**config.mk**
```make
export PLATFORM = sky130hd
export DESIGN_NAME = sat_swarm_node_flat
export DESIGN_NICKNAME = d
export VERILOG_FILES = /design/src/rtl/sat_swarm_node_if.sv /design/src/rtl/sat_swarm_node.sv /design/src/flat_wrapper.sv
export SDC_FILE = /design/constraint.sdc
export NUM_CORES = 1
export LEC_CHECK = 0
export CORE_ASPECT_RATIO = 0.9
export CORE_MARGIN = 3
export CORE_UTILIZATION = 45
export CTS_BUF_LIST = sky130_fd_sc_hd__clkbuf_8 sky130_fd_sc_hd__clkbuf_16
export CTS_CLUSTER_DIAMETER = 60
export DETAILED_ROUTE_END_ITERATION = 7
export HOLD_SLACK_MARGIN = 0.02
export MAX_ROUTING_LAYER = met4
export PLACE_DENSITY = 0.68
export SETUP_SLACK_MARGIN = 0.5
export SLEW_MARGIN = 10
export SYNTH_ARGS = -nofsm -noshare
export SYNTH_HDL_FRONTEND = slang
export SYNTH_SLANG_ARGS = --single-unit
```
**constraint.sdc**
```tcl
create_clock -name clk -period 10.6 [get_ports clk]
set_input_delay 2.12 -clock clk [delete_from_list [all_inputs] [get_ports clk]]
set_output_delay 2.12 -clock clk [all_outputs]
set_load 0.005 [all_outputs]
```
**src/rtl/sat_swarm_node_if.sv**
```systemverilog
// sat_swarm_node_if
//   Bundles the clause-memory read port and the two fork handshakes of a
//   swarm node so a mesh tile can wire a node with a single connection.
//
//   clause_addr     clause read address (node -> memory)
//   clause_rd_data  clause word, one cycle after clause_addr (memory -> node)
//   fork_in_*       incoming work offer: valid/assign in, ready out of node
//   fork_out_*      alternate-branch offer: valid/sel/assign out of node,
//                   one ready bit per neighbour into the node
//
//   Modports: master = the node side, slave = the memory/mesh side.
interface sat_swarm_node_if #(
  parameter int NUM_VARS      = 16,
  parameter int VAR_WIDTH     = 4,
  parameter int CLAUSE_LENGTH = 3,
  parameter int NUM_CLAUSES   = 16,
  parameter int NUM_NEIGHBORS = 4
);
  localparam int LIT_W = VAR_WIDTH + 2;
  localparam int CAW   = (NUM_CLAUSES > 1) ? $clog2(NUM_CLAUSES) : 1;

  logic [CAW-1:0]                   clause_addr;
  logic [CLAUSE_LENGTH*LIT_W-1:0]   clause_rd_data;
  logic                             fork_in_valid;
  logic                             fork_in_ready;
  logic [2*NUM_VARS-1:0]            fork_in_assign;
  logic                             fork_out_valid;
  logic [NUM_NEIGHBORS-1:0]         fork_out_ready;
  logic [NUM_NEIGHBORS-1:0]         fork_out_sel;
  logic [2*NUM_VARS-1:0]            fork_out_assign;

  modport master (
    output clause_addr,
    input  clause_rd_data,
    input  fork_in_valid,
    output fork_in_ready,
    input  fork_in_assign,
    output fork_out_valid,
    input  fork_out_ready,
    output fork_out_sel,
    output fork_out_assign
  );

  modport slave (
    input  clause_addr,
    output clause_rd_data,
    output fork_in_valid,
    input  fork_in_ready,
    output fork_in_assign,
    input  fork_out_valid,
    output fork_out_ready,
    input  fork_out_sel,
    input  fork_out_assign
  );
endinterface

```
**src/rtl/sat_swarm_node.sv**
```systemverilog
// sat_swarm_node
//   One DPLL worker of the SAT swarm mesh. It accepts a partial assignment,
//   streams the formula from external clause memory in evaluation passes,
//   applies unit implications, decides on the lowest unassigned variable and
//   hands the alternate branch to an idle neighbour or to a local snapshot
//   stack. Conflicts backtrack chronologically from that stack.
//
//   clk, rst     clock and synchronous active-high reset
//   abort        global stop: back to IDLE, stack emptied
//   bus          sat_swarm_node_if.master (clause port, fork in/out)
//   busy         node is not IDLE
//   sat_found    sticky until rst: a satisfying assignment is held
//   sat_assign   that assignment (zero while sat_found is low)
//   exhausted    one-cycle pulse: subtree refuted with an empty stack
//
//   Assignment packing: variable i lives in bits [2i+1:2i];
//   00/11 unassigned, 01 true, 10 false.
module sat_swarm_node #(
  parameter int NUM_VARS      = 16,
  parameter int VAR_WIDTH     = 4,
  parameter int CLAUSE_LENGTH = 3,
  parameter int NUM_CLAUSES   = 16,
  parameter int NUM_NEIGHBORS = 4,
  parameter int STACK_DEPTH   = 8
) (
  input  logic                  clk,
  input  logic                  rst,
  input  logic                  abort,
  sat_swarm_node_if.master      bus,
  output logic                  busy,
  output logic                  sat_found,
  output logic [2*NUM_VARS-1:0] sat_assign,
  output logic                  exhausted
);
  localparam int LIT_W = VAR_WIDTH + 2;
  localparam int CAW   = (NUM_CLAUSES > 1) ? $clog2(NUM_CLAUSES) : 1;
  localparam int CNTW  = $clog2(NUM_CLAUSES + 1);
  localparam int SPW   = $clog2(STACK_DEPTH + 1);
  localparam int SIW   = (STACK_DEPTH > 1) ? $clog2(STACK_DEPTH) : 1;
  localparam int OCW   = $clog2(CLAUSE_LENGTH + 1);

  localparam logic [2:0] S_IDLE      = 3'd0;
  localparam logic [2:0] S_EVAL      = 3'd1;
  localparam logic [2:0] S_DECIDE    = 3'd2;
  localparam logic [2:0] S_FORK      = 3'd3;
  localparam logic [2:0] S_BACKTRACK = 3'd4;
  localparam logic [2:0] S_SAT       = 3'd5;

  logic [2:0]            state;
  logic [2*NUM_VARS-1:0] assign_q;
  logic [2*NUM_VARS-1:0] alt_q;
  logic [CNTW-1:0]       cnt;
  logic                  all_sat;
  logic                  unit_valid;
  logic [VAR_WIDTH-1:0]  unit_var;
  logic                  unit_neg;
  logic [SPW-1:0]        sp;
  logic [SPW-1:0]        sp_dec;
  logic [2*NUM_VARS-1:0] stack_mem [STACK_DEPTH];

  logic [LIT_W-1:0]      lit;
  logic [1:0]            lit_val;
  logic [OCW-1:0]        n_open;
  logic                  any_true;
  logic [VAR_WIDTH-1:0]  open_var;
  logic                  open_neg;
  logic                  cls_sat;
  logic                  cls_conflict;
  logic                  cls_unit;
  logic                  eval_valid;
  logic                  pass_end;
  logic [VAR_WIDTH-1:0]  fin_var;
  logic                  fin_neg;
  logic                  dec_found;
  logic [VAR_WIDTH-1:0]  dec_var;
  logic                  any_ready;
  logic [NUM_NEIGHBORS-1:0] lowest_ready;
  logic                  push;

  // Variable indices beyond NUM_VARS read as unassigned.
  function automatic logic [1:0] var_value(input logic [2*NUM_VARS-1:0] a,
                                           input logic [VAR_WIDTH-1:0] v);
    logic [1:0] r;
    r = 2'b00;
    for (int k = 0; k < NUM_VARS; k++)
      if (int'(v) == k) r = a[2*k +: 2];
    return r;
  endfunction

  function automatic logic [2*NUM_VARS-1:0] set_var(input logic [2*NUM_VARS-1:0] a,
                                                    input logic [VAR_WIDTH-1:0] v,
                                                    input logic [1:0] val);
    logic [2*NUM_VARS-1:0] r;
    r = a;
    for (int k = 0; k < NUM_VARS; k++)
      if (int'(v) == k) r[2*k +: 2] = val;
    return r;
  endfunction

  // Classify the clause word returned for the previous address against the
  // current assignment; the assignment never changes inside a pass.
  always_comb begin
    lit      = '0;
    lit_val  = 2'b00;
    n_open   = '0;
    any_true = 1'b0;
    open_var = '0;
    open_neg = 1'b0;
    for (int i = 0; i < CLAUSE_LENGTH; i++) begin
      lit     = bus.clause_rd_data[i*LIT_W +: LIT_W];
      lit_val = var_value(assign_q, lit[VAR_WIDTH-1:0]);
      if (lit[LIT_W-1]) begin
        if ((lit_val == 2'b01 && !lit[LIT_W-2]) || (lit_val == 2'b10 && lit[LIT_W-2])) begin
          any_true = 1'b1;
        end else if (lit_val == 2'b00 || lit_val == 2'b11) begin
          n_open   = n_open + OCW'(1);
          open_var = lit[VAR_WIDTH-1:0];
          open_neg = lit[LIT_W-2];
        end
      end
    end
    cls_sat      = any_true;
    cls_conflict = !any_true && (n_open == '0);
    cls_unit     = !any_true && (n_open == OCW'(1));
  end

  // Lowest-index unassigned variable for the next decision.
  always_comb begin
    dec_found = 1'b0;
    dec_var   = '0;
    for (int k = NUM_VARS - 1; k >= 0; k--) begin
      if (assign_q[2*k +: 2] == 2'b00 || assign_q[2*k +: 2] == 2'b11) begin
        dec_found = 1'b1;
        dec_var   = VAR_WIDTH'(k);
      end
    end
  end

  assign eval_valid   = (cnt != '0);
  assign pass_end     = (int'(cnt) == NUM_CLAUSES);
  assign fin_var      = unit_valid ? unit_var : open_var;
  assign fin_neg      = unit_valid ? unit_neg : open_neg;
  assign sp_dec       = sp - SPW'(1);
  assign any_ready    = |bus.fork_out_ready;
  assign lowest_ready = bus.fork_out_ready & (~bus.fork_out_ready + NUM_NEIGHBORS'(1));
  assign push         = !rst && !abort && (state == S_FORK) && !any_ready &&
                        (int'(sp) < STACK_DEPTH);

  assign busy               = (state != S_IDLE);
  assign bus.fork_in_ready  = (state == S_IDLE) && !sat_found && !rst && !abort;
  assign bus.fork_out_valid = (state == S_FORK) && !rst && !abort;
  assign bus.fork_out_sel   = bus.fork_out_valid ? lowest_ready : '0;
  assign bus.fork_out_assign = (state == S_FORK) ? alt_q : '0;
  assign bus.clause_addr    = (state == S_EVAL && !pass_end) ? cnt[CAW-1:0] : '0;
  assign sat_assign         = sat_found ? assign_q : '0;
  assign exhausted          = (state == S_BACKTRACK) && (sp == '0) && !rst && !abort;

  // Snapshot storage carries no reset; entries above sp are never read.
  always_ff @(posedge clk) begin
    if (push) stack_mem[sp[SIW-1:0]] <= alt_q;
  end

  // Main controller. Every entry into EVAL starts a fresh pass with the
  // unit flag cleared; abort empties the stack but keeps sat_found.
  always_ff @(posedge clk) begin
    if (rst) begin
      state      <= S_IDLE;
      assign_q   <= '0;
      alt_q      <= '0;
      cnt        <= '0;
      all_sat    <= 1'b0;
      unit_valid <= 1'b0;
      unit_var   <= '0;
      unit_neg   <= 1'b0;
      sp         <= '0;
      sat_found  <= 1'b0;
    end else if (abort) begin
      state      <= S_IDLE;
      cnt        <= '0;
      unit_valid <= 1'b0;
      sp         <= '0;
    end else begin
      case (state)
        S_IDLE: begin
          if (bus.fork_in_valid && bus.fork_in_ready) begin
            assign_q   <= bus.fork_in_assign;
            cnt        <= '0;
            all_sat    <= 1'b1;
            unit_valid <= 1'b0;
            state      <= S_EVAL;
          end
        end
        S_EVAL: begin
          if (eval_valid && cls_conflict) begin
            state <= S_BACKTRACK;
          end else if (pass_end) begin
            if (all_sat && cls_sat) begin
              state     <= S_SAT;
              sat_found <= 1'b1;
            end else if (unit_valid || cls_unit) begin
              assign_q   <= set_var(assign_q, fin_var, fin_neg ? 2'b10 : 2'b01);
              cnt        <= '0;
              all_sat    <= 1'b1;
              unit_valid <= 1'b0;
            end else begin
              state <= S_DECIDE;
            end
          end else begin
            cnt <= cnt + CNTW'(1);
            if (eval_valid) begin
              all_sat <= all_sat && cls_sat;
              if (!unit_valid && cls_unit) begin
                unit_valid <= 1'b1;
                unit_var   <= open_var;
                unit_neg   <= open_neg;
              end
            end
          end
        end
        S_DECIDE: begin
          // A fully assigned vector that is neither SAT nor conflicting can
          // only come from malformed clauses; treat it as a dead branch.
          if (dec_found) begin
            assign_q <= set_var(assign_q, dec_var, 2'b01);
            alt_q    <= set_var(assign_q, dec_var, 2'b10);
            state    <= S_FORK;
          end else begin
            state <= S_BACKTRACK;
          end
        end
        S_FORK: begin
          if (any_ready || push) begin
            if (push) sp <= sp + SPW'(1);
            cnt        <= '0;
            all_sat    <= 1'b1;
            unit_valid <= 1'b0;
            state      <= S_EVAL;
          end
        end
        S_BACKTRACK: begin
          if (sp != '0) begin
            assign_q   <= stack_mem[sp_dec[SIW-1:0]];
            sp         <= sp_dec;
            cnt        <= '0;
            all_sat    <= 1'b1;
            unit_valid <= 1'b0;
            state      <= S_EVAL;
          end else begin
            state <= S_IDLE;
          end
        end
        S_SAT: state <= S_SAT;
        default: state <= S_IDLE;
      endcase
    end
  end
endmodule

```
**src/flat_wrapper.sv**
```systemverilog
// flat-port wrapper written by rule: the top's interface ports become plain ports
module sat_swarm_node_flat 
#(
  parameter int NUM_VARS      = 16,
  parameter int VAR_WIDTH     = 4,
  parameter int CLAUSE_LENGTH = 3,
  parameter int NUM_CLAUSES   = 16,
  parameter int NUM_NEIGHBORS = 4,
  parameter int STACK_DEPTH   = 8
)
  (clk, rst, abort, busy, sat_found, sat_assign, exhausted, bus_clause_addr, bus_clause_rd_data, bus_fork_in_valid, bus_fork_in_ready, bus_fork_in_assign, bus_fork_out_valid, bus_fork_out_ready, bus_fork_out_sel, bus_fork_out_assign);
  sat_swarm_node_if #(.NUM_VARS(NUM_VARS), .VAR_WIDTH(VAR_WIDTH), .CLAUSE_LENGTH(CLAUSE_LENGTH), .NUM_CLAUSES(NUM_CLAUSES), .NUM_NEIGHBORS(NUM_NEIGHBORS)) bus_i ();
  input  logic clk;
  input  logic rst;
  input  logic abort;
  output logic busy;
  output logic sat_found;
  output logic [2*NUM_VARS-1:0] sat_assign;
  output logic exhausted;
  output wire logic [$bits(bus_i.clause_addr)-1:0] bus_clause_addr;
  input wire logic [$bits(bus_i.clause_rd_data)-1:0] bus_clause_rd_data;
  input wire logic [$bits(bus_i.fork_in_valid)-1:0] bus_fork_in_valid;
  output wire logic [$bits(bus_i.fork_in_ready)-1:0] bus_fork_in_ready;
  input wire logic [$bits(bus_i.fork_in_assign)-1:0] bus_fork_in_assign;
  output wire logic [$bits(bus_i.fork_out_valid)-1:0] bus_fork_out_valid;
  input wire logic [$bits(bus_i.fork_out_ready)-1:0] bus_fork_out_ready;
  output wire logic [$bits(bus_i.fork_out_sel)-1:0] bus_fork_out_sel;
  output wire logic [$bits(bus_i.fork_out_assign)-1:0] bus_fork_out_assign;
  assign bus_clause_addr = bus_i.clause_addr;
  assign bus_i.clause_rd_data = bus_clause_rd_data;
  assign bus_i.fork_in_valid = bus_fork_in_valid;
  assign bus_fork_in_ready = bus_i.fork_in_ready;
  assign bus_i.fork_in_assign = bus_fork_in_assign;
  assign bus_fork_out_valid = bus_i.fork_out_valid;
  assign bus_i.fork_out_ready = bus_fork_out_ready;
  assign bus_fork_out_sel = bus_i.fork_out_sel;
  assign bus_fork_out_assign = bus_i.fork_out_assign;
  sat_swarm_node #(.NUM_VARS(NUM_VARS), .VAR_WIDTH(VAR_WIDTH), .CLAUSE_LENGTH(CLAUSE_LENGTH), .NUM_CLAUSES(NUM_CLAUSES), .NUM_NEIGHBORS(NUM_NEIGHBORS), .STACK_DEPTH(STACK_DEPTH)) u_core (.clk(clk), .rst(rst), .abort(abort), .bus(bus_i), .busy(busy), .sat_found(sat_found), .sat_assign(sat_assign), .exhausted(exhausted));
endmodule
```
==> impl_metrics.json <==
{
  "status": "completed",
  "yosysWarningCount": 0,
  "timing.critical_path.mode_cell": "nor2_1",
  "cpMaxStageDelayCell": "clkdlybuf4s50_1",
  "placement.io_buffers": 134,
  "tightestPinTransition_ns": 1.09,
  "p_leak_nw": 6.11,
  "timing.final.max_slew_violations": 0,
  "dominantRegCellSynth": "edfxtp_1",
  "dp_hpwl_mm": 31.6,
  "grt_pass1_wl_mm": 71.8,
  "post-synth-top-area-cell": "edfxtp_1",
  "cp_data_arrival_time_ns": 7.67,
  "critical_path_class": "in -> reg",
  "path_delay_family": "compound AO/OA/AOI/OAI gates",
  "antenna_found_initial": 1,
  "post_synth_instance_area_um2": 16600,
  "min_period_ns": 7.26,
  "clock_h_tree_levels": 2,
  "post_cts_resize_count": 0,
  "worstSkewPairLatency_ns": 0.52,
  "clock-skew-final_ns": 0.0165,
  "detail_route.vias_per_cell": 6.15,
  "pwr_density_cell_nw_per_um2": 153,
  "post-route-drc-count": 0,
  "die_x_um": 208,
  "wl_per_cell_um": 25.1,
  "worstPathCellList": "clkdlybuf4s50_1, inv_1, nor2_1, a22oi_1, o21ai_0, a21oi_1, o32a_1, ha_1, mux2_4, or2_1, o311a_1, o22ai_2, nor2_1, buf_4, a221oi_1, nor3_1, mux2_1",
  "final-hold-violation-count": 0,
  "die_area_um2": 39100,
  "flow.area_growth_from_synthesis_pct": 17.1,
  "cts-root-buf": "clkbuf_16",
  "post_route_cells_drive_above_1_share_pct": 14.2,
  "hold_path.class": "reg -> reg",
  "global_route.usage.total_pct": 24.5,
  "rows": 66,
  "tns_ns": 0,
  "cts_made_buffers": 36,
  "top_level_ports": 135,
  "critPathRequiredTime_ns": 11.01,
  "maximum_number_of_pins_on_one_net_before_global_route_repair": 75,
  "gp_congestion": 0.994,
  "fmax_mhz": 138,
  "fin_crit_sh_pct": 68.5,
  "worst-path-buf-inv": 3,
  "max_cap_check_violation_count": 0,
  "antenna-diode-count": 0,
  "drt.antenna.violating_nets": 0,
  "slew-limit-headroom_pct": 27.1,
  "core_um2": 36300,
  "power_mw": 2.97,
  "synth_enable_flop_cells": 256,
  "synth-seq-area-share_pct": 56.6,
  "postSynthAreaPerCell_um2": 12.6,
  "tritoncts_num_sinks": 340,
  "grt_overflow": 0,
  "via_count": 11700,
  "drt_iter0_markers": 1189,
  "ys_ff_latch": 340,
  "cts_buffer_depth": 3,
  "worstSetupEndpointType": "flip-flop",
  "cp_startpoint_kind": "primary input",
  "critical_path.max_stage_delay_ns": 0.98,
  "rsz0062_at_grt": "no",
  "report.final.setup_viol": 0,
  "syn_nets": 1380,
  "num-fill-cells": 3009,
  "cts_hold_buffers": 0,
  "placedInstanceArea_um2": 18300,
  "cts_tree": "done",
  "post_synth_inst_count": 1310,
  "synth_top_cell_area_share_pct": 46.4,
  "grt_pass1_vias": 11500,
  "finalNetCount": 1468,
  "postSynth.asyncResetShare_pct": 0,
  "post-cts-setup-buffer-count": 0,
  "clkSlewWorstSetupHoldPaths_ns": 0.06,
  "netlist-cell-type-count": 90,
  "vdd_ir_drop_max_uv": 101,
  "detail_route.wirelength_mm": 47.7,
  "initial_util_pct": 45.7,
  "first_pass_iters": 5,
  "worstPathMaxFanout": 17,
  "die_y_um": 188,
  "synth_top_cells_by_area": "edfxtp_1, dfxtp_1, mux4_2",
  "stdcell_area_um2": 19400
}
[worst min-delay path, stage by stage (launching register included)]
cell     delay, ns
dfxtp_1       0.31
nand2_1       0.05
a21oi_1       0.05
[cells in the mapped netlist, types with 6 or more instances]
cell,n
a211oi_1,28
a21oi_1,54
a221oi_1,17
a22o_1,21
a22oi_1,9
a31oi_1,8
and2_1,72
and3_1,9
buf_1,7
buf_2,22
clkbuf_1,73
dfxtp_1,84
edfxtp_1,256
ha_1,12
inv_1,24
mux2_1,7
mux2_2,11
mux2i_1,13
mux4_2,74
nand2_1,62
nand2b_1,8
nand3_1,30
nand3b_1,8
nand4_1,7
nor2_1,93
nor2b_1,11
nor3_1,40
nor3b_1,8
nor4_1,15
o2111ai_1,6
o211ai_1,6
o21a_1,17
o21ai_0,39
o22ai_1,9
or3_1,26
or4_1,8
xnor2_1,19
xor2_1,10
[per-layer routing]
metal / global-route usage [%] / share of wire, % / up-vias
li1: - / - / 5239
met1: 34.7 / 44 / 5903
met2: 37.4 / 47 / 476
met3: 4.01 / 6.7 / 80
met4: 6.22 / 2.2 / 0
met5: - / 0 / -
[logic make-up after synthesis]
family	Yosys count	share of synthesized area [%]
compound gates	267	11.6
xor+xnor	30	1.63
fa+ha+maj	12	0.907
buf+inv	131	3.28
flops	340	56.6
mux	111	12.6
simple gates	419	13.4
[sequential cells by signal, summed over array words and instances (netlist names)]
register           count
u_core.unit_var        4
u_core.cnt             5
u_core.stack_mem     256
u_core.all_sat         1
u_core.unit_valid      1
u_core.alt_q          32
u_core.state           3
u_core.unit_neg        1
u_core.assign_q       32
u_core.sat_found       1
u_core.sp              4
[worst paths after layout]
check                              start             endpoint  slack (ns)  depth (start not counted)
hold reg to reg       u_core.unit_var[2]   u_core.unit_var[2]        0.46                          2
setup reg to reg     u_core.assign_q[12]  u_core.assign_q[14]        5.39                         17
setup / recovery  bus_clause_rd_data[12]  u_core.assign_q[14]        3.34                         17
hold / removal        u_core.unit_var[2]   u_core.unit_var[2]        0.46                          2
[power by group]
part	internal (mW)	switching (mW)
logic	0.127	0.191
registers	1.43	0.0528
clock network	0.670	0.497
[metrics by stage]
stage	hold slack, ns	instances	util (%)	worst slack, ns
after floorplan	0.432	1310	-	4.17
after global placement	0.441	1836	50.4	2.86
after detailed placement	0.452	1836	50.4	2.92
after CTS	0.461	1902	53.5	3.45
after global routing	0.482	1902	53.5	3.09
final	0.462	1902	53.5	3.34
[final cells by class]
class / count / area, um2 / area share, %
Clock inverter: 24 / 114 / 0.587
Timing Repair Buffer: 156 / 1500 / 7.75
Multi-Input combinational cell: 839 / 6710 / 34.6
Tap cell: 476 / 596 / 3.07
Inverter: 25 / 93.8 / 0.484
Clock buffer: 42 / 995 / 5.13
Sequential cell: 340 / 9370 / 48.4
[cells in the final DEF (no fill, tap or decap), drive strengths merged, types with 9 or more instances in the layout]
cell type and n:
a21oi 55, and3 9, nor4 15, o21a 17
nor3 42, mux2i 15, or3 26, clkbuf 42
a22oi 10, nor2b 11, a211oi 29, a221oi 18
a22o 21, xnor2 20, and2 73, nand3 30
buf 23, o21ai 44, nand2 63, a31oi 10
dfxtp 84, clkdlybuf4s50 133, xor2 10, mux4 74
clkinv 12, nor2 93, inv 37, mux2 22
o22ai 10, ha 12, edfxtp 256
(Power assumes the default switching activity.)
